--- config.mk ---
export PLATFORM = sky130hd
export DESIGN_NAME = vend_controller
export DESIGN_NICKNAME = d
export VERILOG_FILES = /design/src/rtl/vend_controller.sv
export SDC_FILE = /design/constraint.sdc
export NUM_CORES = 1
export LEC_CHECK = 0
export CAP_MARGIN = 25
export CORE_MARGIN = 4
export CORE_UTILIZATION = 52
export CTS_CLUSTER_SIZE = 40
export DETAILED_ROUTE_END_ITERATION = 10
export PLACE_DENSITY = 0.7
export RECOVER_POWER = 100
export REMOVE_ABC_BUFFERS = 1
export SYNTH_ARGS = -nofsm -noshare
export SYNTH_HDL_FRONTEND = slang
export SYNTH_SLANG_ARGS = --single-unit
--- constraint.sdc ---
create_clock -name clock -period 3.7 [get_ports clock]
set_input_delay 0.74 -clock clock [delete_from_list [all_inputs] [get_ports clock]]
set_output_delay 0.74 -clock clock [all_outputs]
set_load 0.005 [all_outputs]
--- src/rtl/vend_controller.sv ---
// vend_controller
//   Coin-path controller for the vending machine. Accumulates credit from
//   one coin per cycle, sequences a vend handshake once credit reaches
//   PRICE, then pays the remainder back as greedy change (quarter, dime,
//   nickel). A refund request before a vend commits returns the whole
//   credit the same way.
//
// Ports
//   clock, reset_n       : rising-edge clock, asynchronous active-low reset
//   coin_valid/coin_type : coin presented (0=5c, 1=10c, 2=25c, 3=100c)
//   coin_ready           : coin can be accepted this cycle
//   coin_reject          : one-cycle pulse, previous coin refused (overflow)
//   refunding            : refund request, level-sampled in COLLECT
//   vend / vend_ack      : vend request, held until acknowledged
//   change_valid/_coin   : change coin offered, held until change_ready
//   change_ready         : hopper took the offered coin
//   credit               : current credit in cents
module vend_controller #(
    parameter int unsigned PRICE      = 50,
    parameter int unsigned MAX_CREDIT = 200,
    parameter int unsigned CREDIT_W   = 8
) (
    input  logic                clock,
    input  logic                reset_n,
    input  logic                coin_valid,
    input  logic [1:0]          coin_type,
    output logic                coin_ready,
    output logic                coin_reject,
    input  logic                refunding,
    output logic                vend,
    input  logic                vend_ack,
    output logic                change_valid,
    output logic [1:0]          change_coin,
    input  logic                change_ready,
    output logic [CREDIT_W-1:0] credit
);

    // One extra bit so credit + dollar can be compared against MAX_CREDIT
    // without wrapping.
    localparam int unsigned SW = CREDIT_W + 1;
    typedef logic [SW-1:0] sum_t;

    localparam sum_t PRICE_S = sum_t'(PRICE);
    localparam sum_t MAX_S   = sum_t'(MAX_CREDIT);

    typedef enum logic [1:0] {
        S_COLLECT = 2'd0,
        S_VEND    = 2'd1,
        S_CHANGE  = 2'd2
    } state_t;

    function automatic sum_t coin_val(input logic [1:0] t);
        case (t)
            2'd0:    return sum_t'(5);
            2'd1:    return sum_t'(10);
            2'd2:    return sum_t'(25);
            default: return sum_t'(100);
        endcase
    endfunction

    // Largest non-dollar coin not exceeding c. Credit is a multiple of 5,
    // so nickel is always a safe fallback for non-zero credit.
    function automatic logic [1:0] pick_change(input sum_t c);
        if (c >= sum_t'(25))      return 2'd2;
        else if (c >= sum_t'(10)) return 2'd1;
        else                      return 2'd0;
    endfunction

    state_t              state_q, state_d;
    logic [CREDIT_W-1:0] credit_q, credit_d;
    logic                reject_q, reject_d;
    logic                vend_q, vend_d;
    logic                cv_q, cv_d;
    logic [1:0]          coin_q, coin_d;

    sum_t sum, upd, rem;

    always_comb begin
        state_d  = state_q;
        credit_d = credit_q;
        reject_d = 1'b0;
        vend_d   = vend_q;
        cv_d     = cv_q;
        coin_d   = coin_q;
        sum      = {1'b0, credit_q} + coin_val(coin_type);
        upd      = {1'b0, credit_q};
        rem      = {1'b0, credit_q};

        case (state_q)
            S_COLLECT: begin
                if (coin_valid) begin
                    if (sum > MAX_S) reject_d = 1'b1;
                    else             upd      = sum;
                end
                credit_d = upd[CREDIT_W-1:0];
                // Exit decision uses the credit after this edge's coin;
                // refund takes priority over vend.
                if (refunding && upd != '0) begin
                    state_d = S_CHANGE;
                    cv_d    = 1'b1;
                    coin_d  = pick_change(upd);
                end else if (upd >= PRICE_S) begin
                    state_d = S_VEND;
                    vend_d  = 1'b1;
                end
            end
            S_VEND: begin
                if (vend_ack) begin
                    rem      = {1'b0, credit_q} - PRICE_S;
                    credit_d = rem[CREDIT_W-1:0];
                    vend_d   = 1'b0;
                    if (rem != '0) begin
                        state_d = S_CHANGE;
                        cv_d    = 1'b1;
                        coin_d  = pick_change(rem);
                    end else begin
                        state_d = S_COLLECT;
                    end
                end
            end
            S_CHANGE: begin
                if (change_ready) begin
                    rem      = {1'b0, credit_q} - coin_val(coin_q);
                    credit_d = rem[CREDIT_W-1:0];
                    if (rem == '0) begin
                        state_d = S_COLLECT;
                        cv_d    = 1'b0;
                        coin_d  = 2'd0;
                    end else begin
                        coin_d  = pick_change(rem);
                    end
                end
            end
            default: begin
                state_d  = S_COLLECT;
                credit_d = '0;
                vend_d   = 1'b0;
                cv_d     = 1'b0;
                coin_d   = 2'd0;
            end
        endcase
    end

    always_ff @(posedge clock or negedge reset_n) begin
        if (!reset_n) begin
            state_q  <= S_COLLECT;
            credit_q <= '0;
            reject_q <= 1'b0;
            vend_q   <= 1'b0;
            cv_q     <= 1'b0;
            coin_q   <= 2'd0;
        end else begin
            state_q  <= state_d;
            credit_q <= credit_d;
            reject_q <= reject_d;
            vend_q   <= vend_d;
            cv_q     <= cv_d;
            coin_q   <= coin_d;
        end
    end

    // Held low while reset is asserted, rises as soon as it is released.
    assign coin_ready   = reset_n && (state_q == S_COLLECT);
    assign coin_reject  = reject_q;
    assign vend         = vend_q;
    assign change_valid = cv_q;
    assign change_coin  = coin_q;
    assign credit       = credit_q;

endmodule

# Word-level counts from Yosys, hierarchy flattened
# Cells that the tools add are included.
[op_classes]
n_mux = 42
order_cmp = 8
n_eq_ne = 14
add_sub_neg = 3
reduce_logical = 13
bitwise_logic = 1
[ops]
columns = ["operator", "count"]
rows = [
  ["9-bit two-way mux", 5],
  ["7-bit case mux with 3 select lines", 2],
  ["2-bit two-way mux", 14],
  ["9-bit by 4-bit >= comparator with 1-bit output, second input constant", 3],
  ["9-bit by 5-bit >= comparator with 1-bit output, second input constant", 3],
  ["8-bit case mux with 3 select lines", 1],
  ["9-bit nonzero test", 2],
  ["8-bit two-way mux", 2],
  ["1-bit two-way mux", 14],
  ["2-bit != test, second input constant", 7],
  ["2-bit case mux with 3 select lines", 2],
  ["4-bit AND reduction", 3],
  ["8-bit by 9-bit adder with 9-bit output", 1],
  ["9-bit by 6-bit >= comparator with 1-bit output, second input constant", 1],
  ["9-bit by 8-bit greater-than comparator with 1-bit output, second input constant", 1],
  ["9-bit logical NOT", 1],
  ["8-bit by 6-bit subtractor with 9-bit output, second input constant", 1],
  ["8-bit by 9-bit subtractor with 9-bit output", 1],
  ["2-bit by 1-bit equality test with 1-bit output, second input constant", 3],
  ["2-bit equality test, second input constant", 3],
  ["2-bit logical NOT", 3],
  ["1-bit case mux with 3 select lines", 2],
  ["5-bit AND reduction", 1],
  ["3-bit != test, second input constant", 1],
  ["3 further kinds", 4],
]
[word_totals]
output_inout_bits = 14
register_bits = 15

# Logic depth before layout (Yosys ltp)
# Gate-level depths: netlist (run 1).
[depth]
depth_word = 12
ltp_mapped = 13
depth_no_buf = 12

# Worst setup path after synthesis (run 1)
# Ideal clock, no wire load.
[synth_timing]
path_type = "input to register"
from = "in coin_type[0]"
to = "reg coin_q[0] (netlist: change_coin[0])"
cell_stages = 13
required_time_ns = 3.571
path_slack_ns = 0.257
n_path_buf = 1
arrival_time_ns = 3.314
setup_time_ns = 0.129
cell_sequence = "inv_1 > ha_1 > inv_1 > ha_1 > and2_4 > a221o_1 > or4_4 > and3_4 > a31oi_4 > buf_6 > nor2_2 > nor4_4 > mux2i_1"
[synth_via]
elab_chain_len = 12
[synth_rtl]
columns = ["element", "line", "source"]
rows = [
  ["start: declaration", "26", "input logic [1:0] coin_type,"],
  ["2-bit equality test, or another cell as far along", "53", "case (t)"],
  ["7-bit case mux with 3 select lines (*)", "53", ""],
  ["8-bit by 9-bit adder with 9-bit output (*)", "85", "sum = {1'b0, credit_q} + coin_val(coin_type);"],
  ["9-bit by 8-bit greater-than comparator with 1-bit output", "92", "if (sum > MAX_S) reject_d = 1'b1;"],
  ["9-bit two-way mux (*)", "92", ""],
  ["9-bit two-way mux (*)", "91", "if (coin_valid) begin"],
  ["9-bit two-way mux (*)", "89", "case (state_q)"],
  ["9-bit by 4-bit >= comparator with 1-bit output", "65", "else if (c >= sum_t'(10)) return 2'd1;"],
  ["1-bit two-way mux", "65", ""],
  ["2-bit two-way mux", "64", "if (c >= sum_t'(25)) return 2'd2;"],
  ["2-bit two-way mux", "98", "if (refunding && upd != '0) begin"],
  ["2-bit case mux with 3 select lines", "89", ""],
  ["end signal: assignment", "158", "coin_q <= coin_d;"],
  ["end: declaration", "74", "logic [1:0] coin_q, coin_d;"],
]
# Mark *: on every way between the ends. The rest lies on a longest branch, timed or not. The select of a mux whose other input is x is not followed.
# A chain may end at the register's enable or synchronous reset.

# Worst setup path in the final report (run 1)
[layout_timing]
from = "in coin_type[1]"
to = "reg credit_q[4] (netlist: credit[4])"
[layout_via]
elab_chain_len = 8
[layout_rtl]
columns = ["element", "line", "source"]
rows = [
  ["2-bit equality test, or another cell as far along", "53", ""],
  ["7-bit case mux with 3 select lines (*)", "53", ""],
  ["8-bit by 9-bit adder with 9-bit output (*)", "85", ""],
  ["9-bit by 8-bit greater-than comparator with 1-bit output", "92", ""],
  ["9-bit two-way mux (*)", "92", ""],
  ["9-bit two-way mux (*)", "91", ""],
  ["9-bit two-way mux (*)", "89", ""],
  ["8-bit case mux with 3 select lines (*)", "89", ""],
  ["end signal: assignment", "154", "credit_q <= credit_d;"],
  ["end: declaration", "70", "logic [CREDIT_W-1:0] credit_q, credit_d;"],
]
# Marks and branches as above.

==> results.sh, run 1 <==
export IMPL_status="complete, no violations"
export IMPL_slew_violations=0
export IMPL_drtAntennaViolNets=0
export IMPL_async_reset_ff_share_pct=100
export IMPL_gr_usage_met1_pct=35.6
export IMPL_layout_setup_ws_ns=0.149
export IMPL_maxSlewHeadroom_pct=40.3
export IMPL_seqCellArea_um2=375
export IMPL_row_count=24
export IMPL_path_max_fanout=6
export IMPL_core_um2=4350
export IMPL_cts_tree="done"
export IMPL_clk_latency_ns=0.25
export IMPL_num_antenna_cells=0
export IMPL_dpl_cell_count=404
export IMPL_synth_edff_count=0
export IMPL_worstPathArrival_ns=3.64
export IMPL_drcViolationCount=0
export IMPL_final_nets=391
export IMPL_globalplace_congestion=0.934
export IMPL_finalHoldViolCount=0
export IMPL_period_needed_ns=3.55
export IMPL_critPathKind="in2reg"
export IMPL_drt_iter0_drc=252
export IMPL_rsz0062_at_grt="no"
export IMPL_setup_violations_final=0
export IMPL_ys_flop_type="dfrtp_1"
export IMPL_grtUsageMet3_pct=3.47
export IMPL_endpoint_kind="flip-flop"
export IMPL_drt_total_wl_um=7010
export IMPL_crit_start="coin_type[1]"
export IMPL_fin_util_pct=66.2
export IMPL_clk_path_buf_depth=2
export IMPL_crit_path_end="credit[4]"
export IMPL_numCtsBuffers=3
export IMPL_grt_busiest_layer="met2"
export IMPL_rr_worst_depth=11
export IMPL_initial_core_util_pct=53.6
export IMPL_ys_types=67
export IMPL_max_cap_viol_count=0
export IMPL_detailroute_via_count=2576
export IMPL_r2r_start="credit[1]"
export IMPL_reg2reg_to="credit[7]"
export IMPL_antenna_found_initial=0
export IMPL_grt_first_pass_wirelength_um=11600
export IMPL_tightest_slew_ns=0.896
export IMPL_power_density_nw_per_um2=990
export IMPL_syn_cell_area_um2=2330
export IMPL_ys_seq_area_share_pct=16.1
export IMPL_chipHeight_um=75.0
export IMPL_vias_per_cell=6.28
export IMPL_grt_pass1_vias=2474
export IMPL_yosysTopAreaCell="dfrtp_1"
export IMPL_final_cells=410
export IMPL_n_fill_cell=382
export IMPL_synth_area_per_cell_um2=7.58
export IMPL_yosysTopAreaCellShare_pct=16.1
export IMPL_fin_skew_ns=0.00222
export IMPL_ys_top_cells_by_area="dfrtp_1, ha_1, o21ai_0"
export IMPL_area_delta_synth_final_pct=23.5
export IMPL_dp_slack_ns=-0.358
export IMPL_use_met2_pct=42.7
export IMPL_max_vdd_ir_drop_mv=0.394
export IMPL_grt_overflow_total=0
export IMPL_regToRegSetupSlack_ns=0.49
export IMPL_multi_input_area_um2=1820
export IMPL_clock_sinks=15
export IMPL_hpwl_um=5600
export IMPL_fin_crit_sh_pct=96.0
export IMPL_drive_above_1_share_pct=16.8
export IMPL_whs_ns=0.505
export IMPL_ios=22
export IMPL_synth_warnings=0
export IMPL_clk_pin_slew_worst_paths_ns=0.07
export IMPL_die_area_um2=5630
export IMPL_fmax_mhz=282
export IMPL_grt_use_total_pct=26.0
export IMPL_routedWlPerCell_um=17.1
export IMPL_die_w_um=75.0
export IMPL_grt_max_degree=21
export IMPL_first_pass_iters=7
export IMPL_netlist_instances=308
export IMPL_fin_tns_setup_ns=0
export IMPL_required_ns=3.79
export IMPL_start_kind="input port"
export IMPL_ys_seq_elements=15
export IMPL_power_leakage_nw=1.30
export IMPL_hp_class="reg2reg"
export IMPL_cts_max_level=1
export IMPL_numPortBuffers=21
export IMPL_cts_root_buffer="clkbuf_8"
## worst min path at each step
| stage | startpoint | endpoint | slack (ns) | cells after the start |
|---|---|---|---|---|
| 3_3_place_gp | vend | vend | 0.49 | 2 |
| 5_1_grt | vend | vend | 0.53 | 2 |
| 3_5_place_dp | vend | vend | 0.49 | 2 |
| 6_report | vend | vend | 0.50 | 2 |
| 4_1_cts | vend | vend | 0.51 | 2 |
| 2_1_floorplan | reset_n | change_coin[0] | 0.44 | 0 |
## stage by stage
| step | power [mW] | cell area, um^2 |
|---|---|---|
| finish | 2.85 | 2880 |
| global route | 3.12 | 2880 |
| CTS | 2.85 | 2900 |
| detailed placement | 2.67 | 2830 |
| global placement | 2.65 | 2830 |
| floorplan | 1.82 | 2260 |
## sequential cells by signal (all words and copies together) (netlist names)
register,cells
change_valid,1
state_q,2
credit,8
change_coin,2
vend,1
coin_reject,1
## worst max-delay path, cell delays in order
cell and delay (ns):
dlygate4sd2_1 0.27, ha_2 0.34, inv_1 0.04, ha_1 0.28, and2_4 0.14, a221o_1 0.35
or4_4 0.49, and3_4 0.19, a31oi_4 0.20, buf_6 0.14, mux2i_1 0.19, a21o_1 0.13
o311ai_0 0.12
## report_power, final
group / switching [mW] / internal [mW]
registers: 0.137 / 0.227
clock network: 0.0641 / 0.0747
logic: 1.23 / 1.12
total: 1.44 / 1.42
## cell usage in the layout, fill, tap and decap left out, types with 5 or more instances in the layout
cell type,Yosys,final
a21o_1,6,6
a21oi_1,18,18
buf_4,0,31
clkbuf_1,7,5
clkdlybuf4s50_1,0,9
dfrtp_1,15,15
dlygate4sd3_1,0,10
ha_1,22,21
inv_1,22,21
mux2i_1,6,6
nand2_1,24,24
nand2b_1,5,5
nand3_1,14,13
nor2_1,27,27
nor3_1,5,5
o21ai_0,23,24
xnor2_1,12,12
xor2_1,5,5
## cell usage after synthesis, drive strengths merged, types with 5 or more instances
| cell | instances |
|---|---|
| nor3 | 5 |
| nand2b | 5 |
| mux2i | 6 |
| and2 | 5 |
| xor2 | 5 |
| xnor2 | 12 |
| clkbuf | 7 |
| ha | 22 |
| dfrtp | 15 |
| nand3 | 14 |
| a21o | 6 |
| and3 | 6 |
| nor2 | 28 |
| inv | 22 |
| o21ai | 28 |
| a21oi | 18 |
| buf | 8 |
| nand2 | 24 |
| a31oi | 5 |
## repair_timing
| item | in CTS | in global routing |
|---|---|---|
| pin swaps | 4 | 1 |
| endpoints found under the setup margin | 7 | 1 |
| resized for setup | 5 | 2 |
| buffers inserted | 2 | 0 |
| hold buffers | 0 | 0 |
| cloned | 0 | 0 |
## cell type report
class | count | share of cell area (%)
inverters | 22 | 2.86
clock buffers | 3 | 1.43
flip-flops and latches | 15 | 13.0
repair buffers | 61 | 17.1
multi-input cells | 256 | 63.2
well taps | 52 | 2.26
clock inverters | 1 | 0.174
## per-layer routing
layer	part of all wire, %	wire length (um)
met2	46	3240
met5	0	0
met3	7.0	493
met1	45	3170
met4	1.6	112
## logic make-up after synthesis
family | after synthesis | share of synthesized area, %
simple gates | 110 | 25.1
xor+xnor | 17 | 6.38
compound gates | 98 | 29.4
buf+inv | 37 | 6.54
fa+ha+maj | 24 | 13.5
mux | 7 | 3.05
flops | 15 | 16.1
No activity file was read; power rests on OpenSTA's default activity.
==> run 2, diff against run 1 <==
--- a/config.mk
+++ b/config.mk
@@ -13,6 +13,7 @@
 export PLACE_DENSITY = 0.7
 export RECOVER_POWER = 100
 export REMOVE_ABC_BUFFERS = 1
+export SLEW_MARGIN = 20
 export SYNTH_ARGS = -nofsm -noshare
 export SYNTH_HDL_FRONTEND = slang
 export SYNTH_SLANG_ARGS = --single-unit
==> constraint.sdc (replaced) <==
create_clock -name clock -period 3.7 [get_ports clock]
set_input_delay 0.37 -clock clock [delete_from_list [all_inputs] [get_ports clock]]
set_output_delay 0.37 -clock clock [all_outputs]
set_load 0.005 [all_outputs]
==> results.sh, run 2 (same netlist as run 1, synthesis figures left out) <==
export IMPL_fin_crit_sh_pct=94.6
export IMPL_grt_max_degree=21
export IMPL_drtAntennaViolNets=0
export IMPL_status="complete, no violations"
export IMPL_numPortBuffers=21
export IMPL_max_vdd_ir_drop_mv=0.429
export IMPL_required_ns=3.81
export IMPL_first_pass_iters=5
export IMPL_clk_pin_slew_worst_paths_ns=0.07
export IMPL_path_max_fanout=4
export IMPL_detailroute_via_count=2447
export IMPL_clk_latency_ns=0.25
export IMPL_die_w_um=75.0
export IMPL_endpoint_kind="flip-flop"
export IMPL_critPathKind="in2reg"
export IMPL_hold_buffers=0
export IMPL_power_frac_seq_pct=13.9
export IMPL_max_cap_viol_count=0
export IMPL_area_delta_synth_final_pct=15.0
export IMPL_power_frac_comb_pct=80.9
export IMPL_clock_sinks=15
export IMPL_grt_use_total_pct=24.5
export IMPL_n_fill_cell=401
export IMPL_cp_buffers_inverters=3
export IMPL_ios=22
export IMPL_fin_util_pct=61.7
export IMPL_num_antenna_cells=0
export IMPL_switching_share_pct=52.5
export IMPL_drive_above_1_share_pct=9.37
export IMPL_tightest_slew_ns=0.897
export IMPL_hpwl_um=5150
export IMPL_initial_core_util_pct=53.6
export IMPL_rsz0062_at_grt="no"
export IMPL_grt_overflow_total=0
export IMPL_largest_register_ffs=8
export IMPL_drt_iter0_drc=229
export IMPL_finalHoldViolCount=0
export IMPL_chipHeight_um=75.0
export IMPL_antenna_found_initial=0
export IMPL_cts_root_buffer="clkbuf_8"
export IMPL_cts_max_level=1
export IMPL_clockPowerShare_pct=5.2
export IMPL_postCtsSetupBuffers=0
export IMPL_intPower_mw=1.25
export IMPL_slew_violations=0
export IMPL_drt_total_wl_um=6580
export IMPL_routedWlPerCell_um=17.2
export IMPL_hp_class="reg2reg"
export IMPL_vias_per_cell=6.39
export IMPL_setup_violations_final=0
export IMPL_p_total_mw=2.63
export IMPL_die_area_um2=5630
export IMPL_clk_path_buf_depth=2
export IMPL_maxSlewHeadroom_pct=40.2
export IMPL_final_nets=364
export IMPL_most_common_layout_cells="nor2_1, o21ai_0, nand2_1"
export IMPL_fmax_mhz=286
export IMPL_slowest_delay_ns=0.50
export IMPL_start_kind="input port"
export IMPL_power_switching_mw=1.38
export IMPL_period_needed_ns=3.50
export IMPL_crit_chain="clkdlybuf4s50_1, inv_1, ha_1, inv_1, ha_1, and2_4, a221o_1, or4_4, nand3_1, nand4b_1, o221a_2, a221oi_1, mux2i_1"
export IMPL_post_cts_resized=0
export IMPL_grt_pass1_vias=2189
export IMPL_globalplace_congestion=0.930
export IMPL_crit_family="simple AND/OR/NAND/NOR gates"
export IMPL_power_density_nw_per_um2=978
export IMPL_worstPathArrival_ns=3.61
export IMPL_cts_tree="done"
export IMPL_row_count=24
export IMPL_mostFrequentLayoutCell="nor2_1"
export IMPL_fin_skew_ns=0.00619
export IMPL_core_um2=4350
export IMPL_numCtsBuffers=3
export IMPL_drcViolationCount=0
export IMPL_grt_first_pass_wirelength_um=10700
export IMPL_power_leakage_nw=1.18
export IMPL_cpMaxStageDelayCell="clkdlybuf4s50_1"
run 2: changes by cell type in the layout (fill, tap and decap cells not counted), moves of 2 or more:
cell and delta:
clkbuf_4 -3, buf_4 -22, dlygate4sd3_1 +2, clkbuf_1 -2, dlygate4sd2_1 -2
run 2: power groups by stage:
stage	Combinational [mW]	Clock, mW	Sequential, mW
2_1_floorplan	1.44	0	0.373
3_3_place_gp	2.09	0	0.367
3_5_place_dp	2.11	0	0.364
4_1_cts	2.12	0.139	0.364
5_1_grt	2.35	0.145	0.382
6_report	2.12	0.138	0.365
run 2: worst register-to-register path, cell delays in order (launching register included):
cell	delay, ns
dfrtp_1	0.35
clkbuf_1	0.46
ha_1	0.34
a21o_1	0.21
a21oi_1	0.26
xor2_1	0.14
o2111ai_1	0.33
a31oi_4	0.15
buf_12	0.19
o221a_2	0.23
a221oi_1	0.27
mux2i_1	0.14
run 2: worst paths after layout:
| path | endpoint | cells past startpoint | slack [ns] | startpoint |
|---|---|---|---|---|
| max | change_coin[1] | 13 | 0.20 | coin_type[0] |
| min | vend | 2 | 0.49 | vend |
| max reg2reg | change_coin[1] | 11 | 0.49 | credit[1] |
| min reg2reg | vend | 2 | 0.49 | vend |
| max in group asynchronous | change_coin[1] | 2 | 2.40 | reset_n |
| min in group asynchronous | credit[5] | 2 | 0.75 | reset_n |
run 2: final cells by class:
type,instances,area [um^2],share of cell area [%]
timing repair buffer,34,309,11.5
clock buffer,3,41.3,1.54
multi-input combinational,256,1810,67.3
tap,52,65.1,2.42
inverter,22,82.6,3.08
sequential,15,375,14.0
clock inverter,1,5.00,0.186
run 2: metrics by stage:
step	instance area, um^2	worst slack, ns	hold slack [ns]	TNS [ns]	instances
after floorplan	2260	0.550	0.0744	0	293
after global placement	2650	-0.0173	0.476	-0.0173	379
after detailed placement	2650	-0.0197	0.484	-0.0363	379
after CTS	2700	0.216	0.443	0	383
after global routing	2690	0.0296	0.533	0	383
final	2690	0.201	0.490	0	383
run 2: layer usage:
| metal | vias up | track usage (%) | routed length [um] |
|---|---|---|---|
| met5 | - | 0 | 0 |
| met1 | 1137 | 33.4 | 2960 |
| met4 | 0 | 9.49 | 139 |
| met3 | 14 | 2.94 | 520 |
| li1 | 1178 | - | - |
| met2 | 118 | 39.4 | 2950 |
